## src/rtl/mac_frame_engine.sv

```systemverilog
// Ethernet test frame generator (RX master) and loopback pattern checker (TX slave).
// Header plus incrementing payload, with configurable length, frame count and gap.
module mac_frame_engine #(
    parameter int          DATA_WIDTH  = 64,
    parameter int          KEEP_WIDTH  = DATA_WIDTH / 8,
    parameter logic [47:0] SRC_MAC     = 48'h000000000002,
    parameter logic [47:0] DST_MAC     = 48'h000000000001,
    parameter int          MAX_PAYLOAD = 1500,
    parameter int          MIN_PAYLOAD = 46,
    parameter int          FRAME_GAP   = 2
) (
    input  logic                  clk,
    input  logic                  reset,
    input  logic                  enable,
    input  logic [15:0]           cfg_payload_len,
    input  logic [15:0]           cfg_num_frames,
    output logic [DATA_WIDTH-1:0] m_rx_axis_tdata,
    output logic [KEEP_WIDTH-1:0] m_rx_axis_tkeep,
    output logic                  m_rx_axis_tvalid,
    output logic                  m_rx_axis_tlast,
    input  logic                  m_rx_axis_tready,
    input  logic [DATA_WIDTH-1:0] s_tx_axis_tdata,
    input  logic [KEEP_WIDTH-1:0] s_tx_axis_tkeep,
    input  logic                  s_tx_axis_tvalid,
    input  logic                  s_tx_axis_tlast,
    output logic                  s_tx_axis_tready,
    output logic [31:0]           gen_frame_count,
    output logic [31:0]           chk_frame_count,
    output logic [31:0]           chk_error_count,
    output logic                  busy,
    output logic                  done
);

    localparam logic [15:0] P_MIN    = 16'(MIN_PAYLOAD);
    localparam logic [15:0] P_MAX    = 16'(MAX_PAYLOAD);
    localparam logic [15:0] KW16     = 16'(KEEP_WIDTH);
    localparam logic [31:0] KW32     = 32'(KEEP_WIDTH);
    localparam logic [15:0] GAP_LAST = (FRAME_GAP > 0) ? 16'(FRAME_GAP - 1) : 16'd0;

    typedef enum logic [1:0] {IDLE, SEND, GAP, DONE} state_t;

    function automatic logic [7:0] pat_byte(input logic [31:0] b,
                                            input logic [15:0] p,
                                            input logic [7:0]  idx);
        logic [2:0] ix;
        logic [7:0] r;
        ix = '0;
        r  = '0;
        if (b < 32'd6) begin
            ix = 3'(32'd5 - b);
            r  = DST_MAC[8*ix +: 8];
        end else if (b < 32'd12) begin
            ix = 3'(32'd11 - b);
            r  = SRC_MAC[8*ix +: 8];
        end else if (b == 32'd12) begin
            r = p[15:8];
        end else if (b == 32'd13) begin
            r = p[7:0];
        end else begin
            r = b[7:0] - 8'd14 + idx;
        end
        return r;
    endfunction

    function automatic logic [DATA_WIDTH-1:0] beat_data(input logic [15:0] off,
                                                        input logic [15:0] p,
                                                        input logic [7:0]  idx);
        logic [DATA_WIDTH-1:0] d;
        logic [31:0]           len;
        d   = '0;
        len = 32'd14 + {16'd0, p};
        for (int k = 0; k < KEEP_WIDTH; k++) begin
            if ({16'd0, off} + 32'(k) < len)
                d[8*k +: 8] = pat_byte({16'd0, off} + 32'(k), p, idx);
        end
        return d;
    endfunction

    function automatic logic [KEEP_WIDTH-1:0] beat_keep(input logic [15:0] off,
                                                        input logic [15:0] p);
        logic [KEEP_WIDTH-1:0] kp;
        kp = '0;
        for (int k = 0; k < KEEP_WIDTH; k++)
            kp[k] = ({16'd0, off} + 32'(k) < 32'd14 + {16'd0, p});
        return kp;
    endfunction

    state_t      state, state_n;
    logic [15:0] off, plen, fidx, gap_cnt;
    logic [15:0] ld_off, ld_p, ld_idx, fidx_n, gap_n, clamp_len;
    logic        ld, vld_n, gen_inc, accept;

    assign accept    = m_rx_axis_tvalid && m_rx_axis_tready;
    assign clamp_len = (cfg_payload_len < P_MIN) ? P_MIN :
                       (cfg_payload_len > P_MAX) ? P_MAX : cfg_payload_len;
    assign done      = (state == DONE);
    assign busy      = (state == SEND) || (state == GAP);

    always_comb begin
        state_n = state;
        ld      = 1'b0;
        ld_off  = off + KW16;
        ld_p    = plen;
        ld_idx  = fidx;
        vld_n   = m_rx_axis_tvalid;
        gap_n   = gap_cnt;
        fidx_n  = fidx;
        gen_inc = 1'b0;
        unique case (state)
            IDLE: begin
                if (enable) begin
                    ld      = 1'b1;
                    ld_off  = '0;
                    ld_p    = clamp_len;
                    vld_n   = 1'b1;
                    state_n = SEND;
                end
            end
            SEND: begin
                if (accept && !m_rx_axis_tlast) begin
                    ld = 1'b1;
                end else if (accept) begin
                    gen_inc = 1'b1;
                    fidx_n  = fidx + 16'd1;
                    vld_n   = 1'b0;
                    if (cfg_num_frames != 16'd0 && fidx_n == cfg_num_frames) begin
                        state_n = DONE;
                    end else if (!enable) begin
                        state_n = IDLE;
                    end else if (FRAME_GAP == 0) begin
                        // back-to-back frames: next beat 0 on the same edge
                        ld     = 1'b1;
                        ld_off = '0;
                        ld_p   = clamp_len;
                        ld_idx = fidx_n;
                        vld_n  = 1'b1;
                    end else begin
                        state_n = GAP;
                        gap_n   = '0;
                    end
                end
            end
            GAP: begin
                if (gap_cnt != GAP_LAST) begin
                    gap_n = gap_cnt + 16'd1;
                end else if (enable) begin
                    ld      = 1'b1;
                    ld_off  = '0;
                    ld_p    = clamp_len;
                    vld_n   = 1'b1;
                    state_n = SEND;
                end else begin
                    state_n = IDLE;
                end
            end
            DONE: begin
                vld_n = 1'b0;
                if (!enable) begin
                    state_n = IDLE;
                    fidx_n  = '0;
                end
            end
            default: state_n = IDLE;
        endcase
    end

    always_ff @(posedge clk or posedge reset) begin
        if (reset) begin
            state            <= IDLE;
            off              <= '0;
            plen             <= '0;
            fidx             <= '0;
            gap_cnt          <= '0;
            gen_frame_count  <= '0;
            m_rx_axis_tvalid <= 1'b0;
            m_rx_axis_tdata  <= '0;
            m_rx_axis_tkeep  <= '0;
            m_rx_axis_tlast  <= 1'b0;
        end else begin
            state            <= state_n;
            gap_cnt          <= gap_n;
            fidx             <= fidx_n;
            m_rx_axis_tvalid <= vld_n;
            if (gen_inc)
                gen_frame_count <= gen_frame_count + 32'd1;
            if (ld) begin
                off             <= ld_off;
                plen            <= ld_p;
                m_rx_axis_tdata <= beat_data(ld_off, ld_p, ld_idx[7:0]);
                m_rx_axis_tkeep <= beat_keep(ld_off, ld_p);
                m_rx_axis_tlast <= ({16'd0, ld_off} + KW32 >= 32'd14 + {16'd0, ld_p});
            end else if (!vld_n) begin
                m_rx_axis_tdata <= '0;
                m_rx_axis_tkeep <= '0;
                m_rx_axis_tlast <= 1'b0;
            end
        end
    end

    logic [31:0] chk_off, nbytes, cnt, exp_len;
    logic [15:0] rx_p, eff_p;
    logic [7:0]  chk_idx;
    logic        err_acc, beat_err, chk_acc;

    assign chk_acc = s_tx_axis_tvalid && s_tx_axis_tready;

    // length field is taken from the received header, unclamped
    always_comb begin
        eff_p    = rx_p;
        beat_err = 1'b0;
        nbytes   = '0;
        for (int k = 0; k < KEEP_WIDTH; k++) begin
            if (s_tx_axis_tkeep[k]) begin
                nbytes = nbytes + 32'd1;
                if (chk_off + 32'(k) == 32'd12)
                    eff_p[15:8] = s_tx_axis_tdata[8*k +: 8];
                else if (chk_off + 32'(k) == 32'd13)
                    eff_p[7:0] = s_tx_axis_tdata[8*k +: 8];
                else if (s_tx_axis_tdata[8*k +: 8] !=
                         pat_byte(chk_off + 32'(k), 16'd0, chk_idx))
                    beat_err = 1'b1;
            end
        end
        cnt     = chk_off + nbytes;
        exp_len = 32'd14 + {16'd0, eff_p};
        if (!s_tx_axis_tlast && s_tx_axis_tkeep != '1)
            beat_err = 1'b1;
        if (s_tx_axis_tlast && cnt != exp_len)
            beat_err = 1'b1;
        if (!s_tx_axis_tlast && cnt > exp_len)
            beat_err = 1'b1;
    end

    always_ff @(posedge clk or posedge reset) begin
        if (reset) begin
            s_tx_axis_tready <= 1'b0;
            chk_off          <= '0;
            rx_p             <= '0;
            chk_idx          <= '0;
            err_acc          <= 1'b0;
            chk_frame_count  <= '0;
            chk_error_count  <= '0;
        end else begin
            s_tx_axis_tready <= 1'b1;
            if (chk_acc && s_tx_axis_tlast) begin
                chk_frame_count <= chk_frame_count + 32'd1;
                if (err_acc || beat_err)
                    chk_error_count <= chk_error_count + 32'd1;
                chk_off <= '0;
                rx_p    <= '0;
                err_acc <= 1'b0;
                chk_idx <= chk_idx + 8'd1;
            end else if (chk_acc) begin
                chk_off <= cnt;
                rx_p    <= eff_p;
                err_acc <= err_acc || beat_err;
            end
        end
    end

endmodule

```

## config.mk

```make
export PLATFORM = sky130hd
export DESIGN_NAME = mac_frame_engine
export DESIGN_NICKNAME = d
export VERILOG_FILES = /design/src/rtl/mac_frame_engine.sv
export SDC_FILE = /design/constraint.sdc
export NUM_CORES = 2
export LEC_CHECK = 0
export CAP_MARGIN = 20
export CORE_MARGIN = 2
export CORE_UTILIZATION = 40
export CTS_BUF_LIST = sky130_fd_sc_hd__clkbuf_16
export DETAILED_ROUTE_END_ITERATION = 10
export PLACE_DENSITY_LB_ADDON = 0.08
export REMOVE_ABC_BUFFERS = 1
export SLEW_MARGIN = 10
export SYNTH_ARGS = -nofsm -noshare
export SYNTH_HDL_FRONTEND = slang
export SYNTH_SLANG_ARGS = --single-unit
export TNS_END_PERCENT = 5
```

## constraint.sdc

```tcl
create_clock -name clk -period 12.15 [get_ports clk]
set_input_delay 1.8225 -clock clk [delete_from_list [all_inputs] [get_ports clk]]
set_output_delay 1.8225 -clock clk [all_outputs]
set_load 0.01 [all_outputs]
```

# After elaboration in Yosys (flattened, before gate mapping)
# Index checks and enable logic that the tools add are counted.
# totals
inputBits	110
out_inout_bits	173
ff_bits	294
# classes
eq_ne	56
n_mux	206
add_sub_neg	96
shifts	32
n_lt_le_gt_ge	44
reduce_logical	21
# op_table
operator	n
$shiftx 48x7->8 const A	32
$mux 8	106
$eq 32x4->1 const B	16
$mux 16	24
$add 32x1->32 const B	11
$mux 32	9
$lt 32x3->1 const B	8
$lt 32x4->1 const B	8
$eq 17x4->1 const B	14
$add 32x3->32 const B	4
$add 8x8->8	16
$mux 64	2
$pmux 16 s2	4
$sub 8x4->8 const B	16
$lt 17x17->1	7
$lt 17x3->1 const B	7
$lt 17x4->1 const B	7
$add 16x3->17 const B	4
$add 32x2->32 const B	2
$ne 8x8->1	8
$mux 1	51
$sub 2x3->3 const A	16
$sub 3x3->3 const A	16
$add 16x2->17 const B	2
other kinds (37)	65

# Logic depth before layout (Yosys ltp)
# logic_depth
word_depth	46
ltp_mapped	36
ltp_nobuf	36

# Worst setup path before layout
# Ideal clock, no wire load.
# synth_timing
kind	input-to-reg
from	input s_tx_axis_tkeep[0]
to	register chk_error_count[10]
stages	34
arrival_ps	8734
setup_slack_ps	3278
setup_time_ps	138
t_required_ps	12012
cell_sequence	inv_1 -> ha_1 -> xor2_1 -> ha_1 -> mux2_2 -> ha_1 -> mux2i_1 -> inv_1 -> ha_1 -> nand2_1 -> o21ai_0 -> ha_1 -> mux2i_1 -> inv_1 -> ha_1 -> nand2_1 -> xnor2_1 -> ha_1 -> nor2b_1 -> o21a_1 -> a311o_1 -> o31ai_1 -> or2_2 -> nor2_1 -> xor2_1 -> ha_1 -> nand4_1 -> or2_2 -> nor4_1 -> nand3_1 -> nor4_4 -> buf_6 -> nor4_1 -> xor2_1
# synth_between
elab_chain_len	34
# synth_lines
element	line	source
start, declared	23	input logic [KEEP_WIDTH-1:0] s_tx_axis_tkeep,
branches (longest 31 deep; another with $add 32x1->32)	-	
$mux 1 *	230	if (!s_tx_axis_tlast && cnt > exp_len)
$logic_or 1x1->1 *	247	if (err_acc || beat_err)
$reduce_and 2->1 (no source line) *	-	
end signal, assigned	248	chk_error_count <= chk_error_count + 32'd1;
end, declared	29	output logic [31:0] chk_error_count,
# Mark *: on every way between the ends.
# A chain may end at the register's enable or synchronous reset.

# Worst setup path after layout
# layout_timing
from	input s_tx_axis_tkeep[0]
to	register chk_error_count[31]
# Same word-level chain as after synthesis.

==> summary.txt <==
Synth
  • Mapped Area: 35600 um^2
  • Post-synth EDFFs: 0
  • Main flop type after synthesis: dfrtp_1
  • Register area share after synthesis: 20.6%
  • Top-count cell post-synth: nand2_1
  • Yosys top cell by area: dfrtp_1
  • Most frequent cells after synthesis: nand2_1 (435), xnor2_1 (424), ha_1 (405)
  • Synth Register Bits: 294
  • Synth warn: 0
  • Top-area cell type share of the netlist area: 20.6%
  • Post-Synthesis Cells: 4494
  • Ys async rst share: 100%
  • Number of library cell types mapped by synthesis: 97
  • Synthesized area per cell: 7.93 um^2
  • Synth top area cells: dfrtp_1 (21%), ha_1 (14%), xnor2_1 (10%), nand2_1 (4.6%), xor2_1 (3.4%)

Clock tree
  • Clock transition at the registers of the reported paths: 0.06 ns
  • Worst-Skew Late Latency: 0.59 ns
  • Htree depth: 2
  • PostCTS Resize Cnt: 0
  • TritonCTS Buffers: 40
  • Clock root buffer: clkbuf_16
  • CTS Hold Bufs: 0
  • Sink Count: 294
  • # Post-CTS Setup Buffers: 0
  • CTS max path bufs: 3
  • CTS tree: done

Critical path
  • Critical path's slowest cell: o41ai_2
  • Worst Path Required: 12.59 ns
  • Worst path arrival time: 10.30 ns
  • Worst Setup End Kind: register
  • Delay of the slowest critical-path stage: 0.80 ns
  • Most used cell, CP: ha_1
  • CP Launch Type: primary input
  • Max FO, Critical Path: 8
  • Kind of critical path: primary input to register
  • R2R cell count: 22

Power
  • Leak: 17.6 nW
  • Overall Power: 0.00552 W
  • Worst vdd ir: 0.155 mV
  • Clock share of power: 21.3%
  • PD cells: 134 nW/um^2
  • Sw frac: 45.5%
  • Logic pwr share: 59.1%
  • NetSw: 0.00251 W
  • Internal power: 0.00300 W
  • Seq pwr share: 19.6%

Timing
  • RSZ-0062 raised after global routing: false
  • Final Hold Fails: 0
  • Worst rel slew slack: 17.4%
  • Slew Limit Fails: 0
  • Final setup margin: 2.30 ns
  • Final setup violating endpoints: 0
  • Final Critical Period: 9.85 ns
  • Final Cycle Share: 81.1%
  • Clock skew: 0.0247 ns
  • TNS Setup: 0 ns
  • Tightest Pin Transition: 1.23 ns
  • F_max: 0.101 GHz

Die
  • Std-Cell Rows: 109
  • Starting Density: 40.3%
  • Core ar.: 88400 um^2
  • Die width: 302 um
  • I/O pin cnt: 283
  • Die Y: 302 um
  • Die area: 91500 um^2

GRT
  • Initial antenna violation count: 3
  • Vias in the first global route: 34788
  • Gr usage total: 34.3%
  • Largest net degree at the start of global routing: 132
  • First-pass GRT wire length: 235000 um
  • Total global routing overflow: 0

Drt
  • Final antenna-violating net count: 0
  • Routed WL per cell: 27.1 um
  • First DRT Iteration DRCs: 3782
  • WL final: 160000 um
  • First-pass DRT Iterations: 6
  • Vias/cell: 6.09
  • Detailed-route DRC error count: 0
  • Vias: 35971

Layout
  • Layout Nets: 5245
  • Layout cells sized above 1: 6.20%
  • Fill count: 8951
  • P&R area growth vs syn: 15.7%
  • Final std cell area, no fill: 41200 um^2

Placement
  • IO buf count: 282
  • Dpl ws: 1.76 ns
  • Placer congestion estimate: 1.05
  • Final HPWL DP: 123000 um
  • Post-DP Area: 40000 um^2

Min path
  • Hold depth: 2
  • Worst Hold Class: register to register

Status
  • Run status: completed

Run
  • Max Cap Viol: 0
[power groups by stage]
stage	registers (W)	clock network (W)	logic, W
6_report	0.00108	0.00117	0.00326
2_1_floorplan	0.00112	0	0.00220
5_1_grt	0.00109	0.00124	0.00357
3_3_place_gp	0.00110	0	0.00320
4_1_cts	0.00108	0.00120	0.00322
3_5_place_dp	0.00110	0	0.00320
[metal layers]
layer | global-route usage (%) | vias to the layer above | wire (um)
met3 | 3.96 | 374 | 10600
met2 | 55.4 | 1546 | 73100
met1 | 45.0 | 17373 | 66700
met4 | 18.3 | 0 | 9840
met5 | 0 | - | 0
li1 | - | 16678 | -
[final cells by class]
type,instances,area (um^2),area share [%]
Multi-Input combinational cell,3718,26400,64.1
Antenna cell,4,10.0,0.0243
Tap cell,1165,1460,3.53
Timing Repair Buffer,404,3750,9.10
Inverter,255,965,2.34
Clock buffer,41,1030,2.49
Clock inverter,30,226,0.549
Sequential cell,294,7360,17.8
[placed cells by master (no fill, tap or decap), types with 72 or more instances in the layout]
cell type / netlist / final
ha_1: 405 / 405
nand4_1: 103 / 103
xnor2_1: 424 / 421
a21o_1: 90 / 90
inv_1: 251 / 257
nor2_1: 314 / 313
a21oi_1: 225 / 223
o21ai_0: 235 / 233
xor2_1: 137 / 137
clkdlybuf4s50_1: 0 / 282
nand2_1: 435 / 435
dfrtp_1: 294 / 294
nand3_1: 156 / 156
nor4_1: 87 / 85
and3_1: 72 / 72
buf_4: 5 / 121
nor3_1: 113 / 113
[state kept, by name, indices dropped and copies added (netlist names), 2 cells and up]
name,flops
chk_off,32
plen,16
rx_p,16
m_rx_axis_tkeep,8
chk_error_count,32
gap_cnt,16
m_rx_axis_tdata,64
gen_frame_count,32
chk_idx,8
fidx,16
off,16
chk_frame_count,32
state,2
[worst max-delay path, delay by kind of cell]
| kind | cells | cell delay [ns] |
|---|---|---|
| adder cells (fa/ha/maj) | 8 | 2.55 |
| AND/OR/NAND/NOR | 10 | 1.77 |
| AO/OA/AOI/OAI | 6 | 1.52 |
| buffers and inverters | 6 | 1.15 |
| multiplexers | 3 | 0.87 |
| XOR/XNOR | 3 | 0.58 |
[through the flow]
stage | hold slack [ns] | utilization, % | instances
final | 0.462 | 46.7 | 5911
after CTS | 0.468 | 46.7 | 5907
after global routing | 0.495 | 46.7 | 5910
after detailed placement | 0.459 | 45.2 | 5836
after floorplan | 0.444 | - | 4267
after global placement | 0.458 | 45.2 | 5836
[logic make-up after synthesis]
| logic type | Yosys count | synth area share [%] |
|---|---|---|
| buf+inv | 484 | 5.31 |
| flops | 294 | 20.6 |
| fa+ha+maj | 422 | 15.2 |
| other cells | 2 | 0.0211 |
| xor+xnor | 561 | 13.8 |
| compound gates | 1029 | 19.1 |
| simple gates | 1605 | 23.1 |
| mux | 97 | 2.89 |
[worst paths after layout]
check                                        start             endpoint  slack, ns
worst max-delay path            s_tx_axis_tkeep[0]  chk_error_count[31]       2.30
worst min-delay path            m_rx_axis_tkeep[0]   m_rx_axis_tkeep[0]       0.46
worst max register to register         chk_off[15]  chk_error_count[31]       2.64
worst min register to register  m_rx_axis_tkeep[0]   m_rx_axis_tkeep[0]       0.46
max in group asynchronous                    reset  gen_frame_count[23]       9.02
min in group asynchronous                    reset  m_rx_axis_tdata[50]       1.83
(Power assumes the default switching activity.)
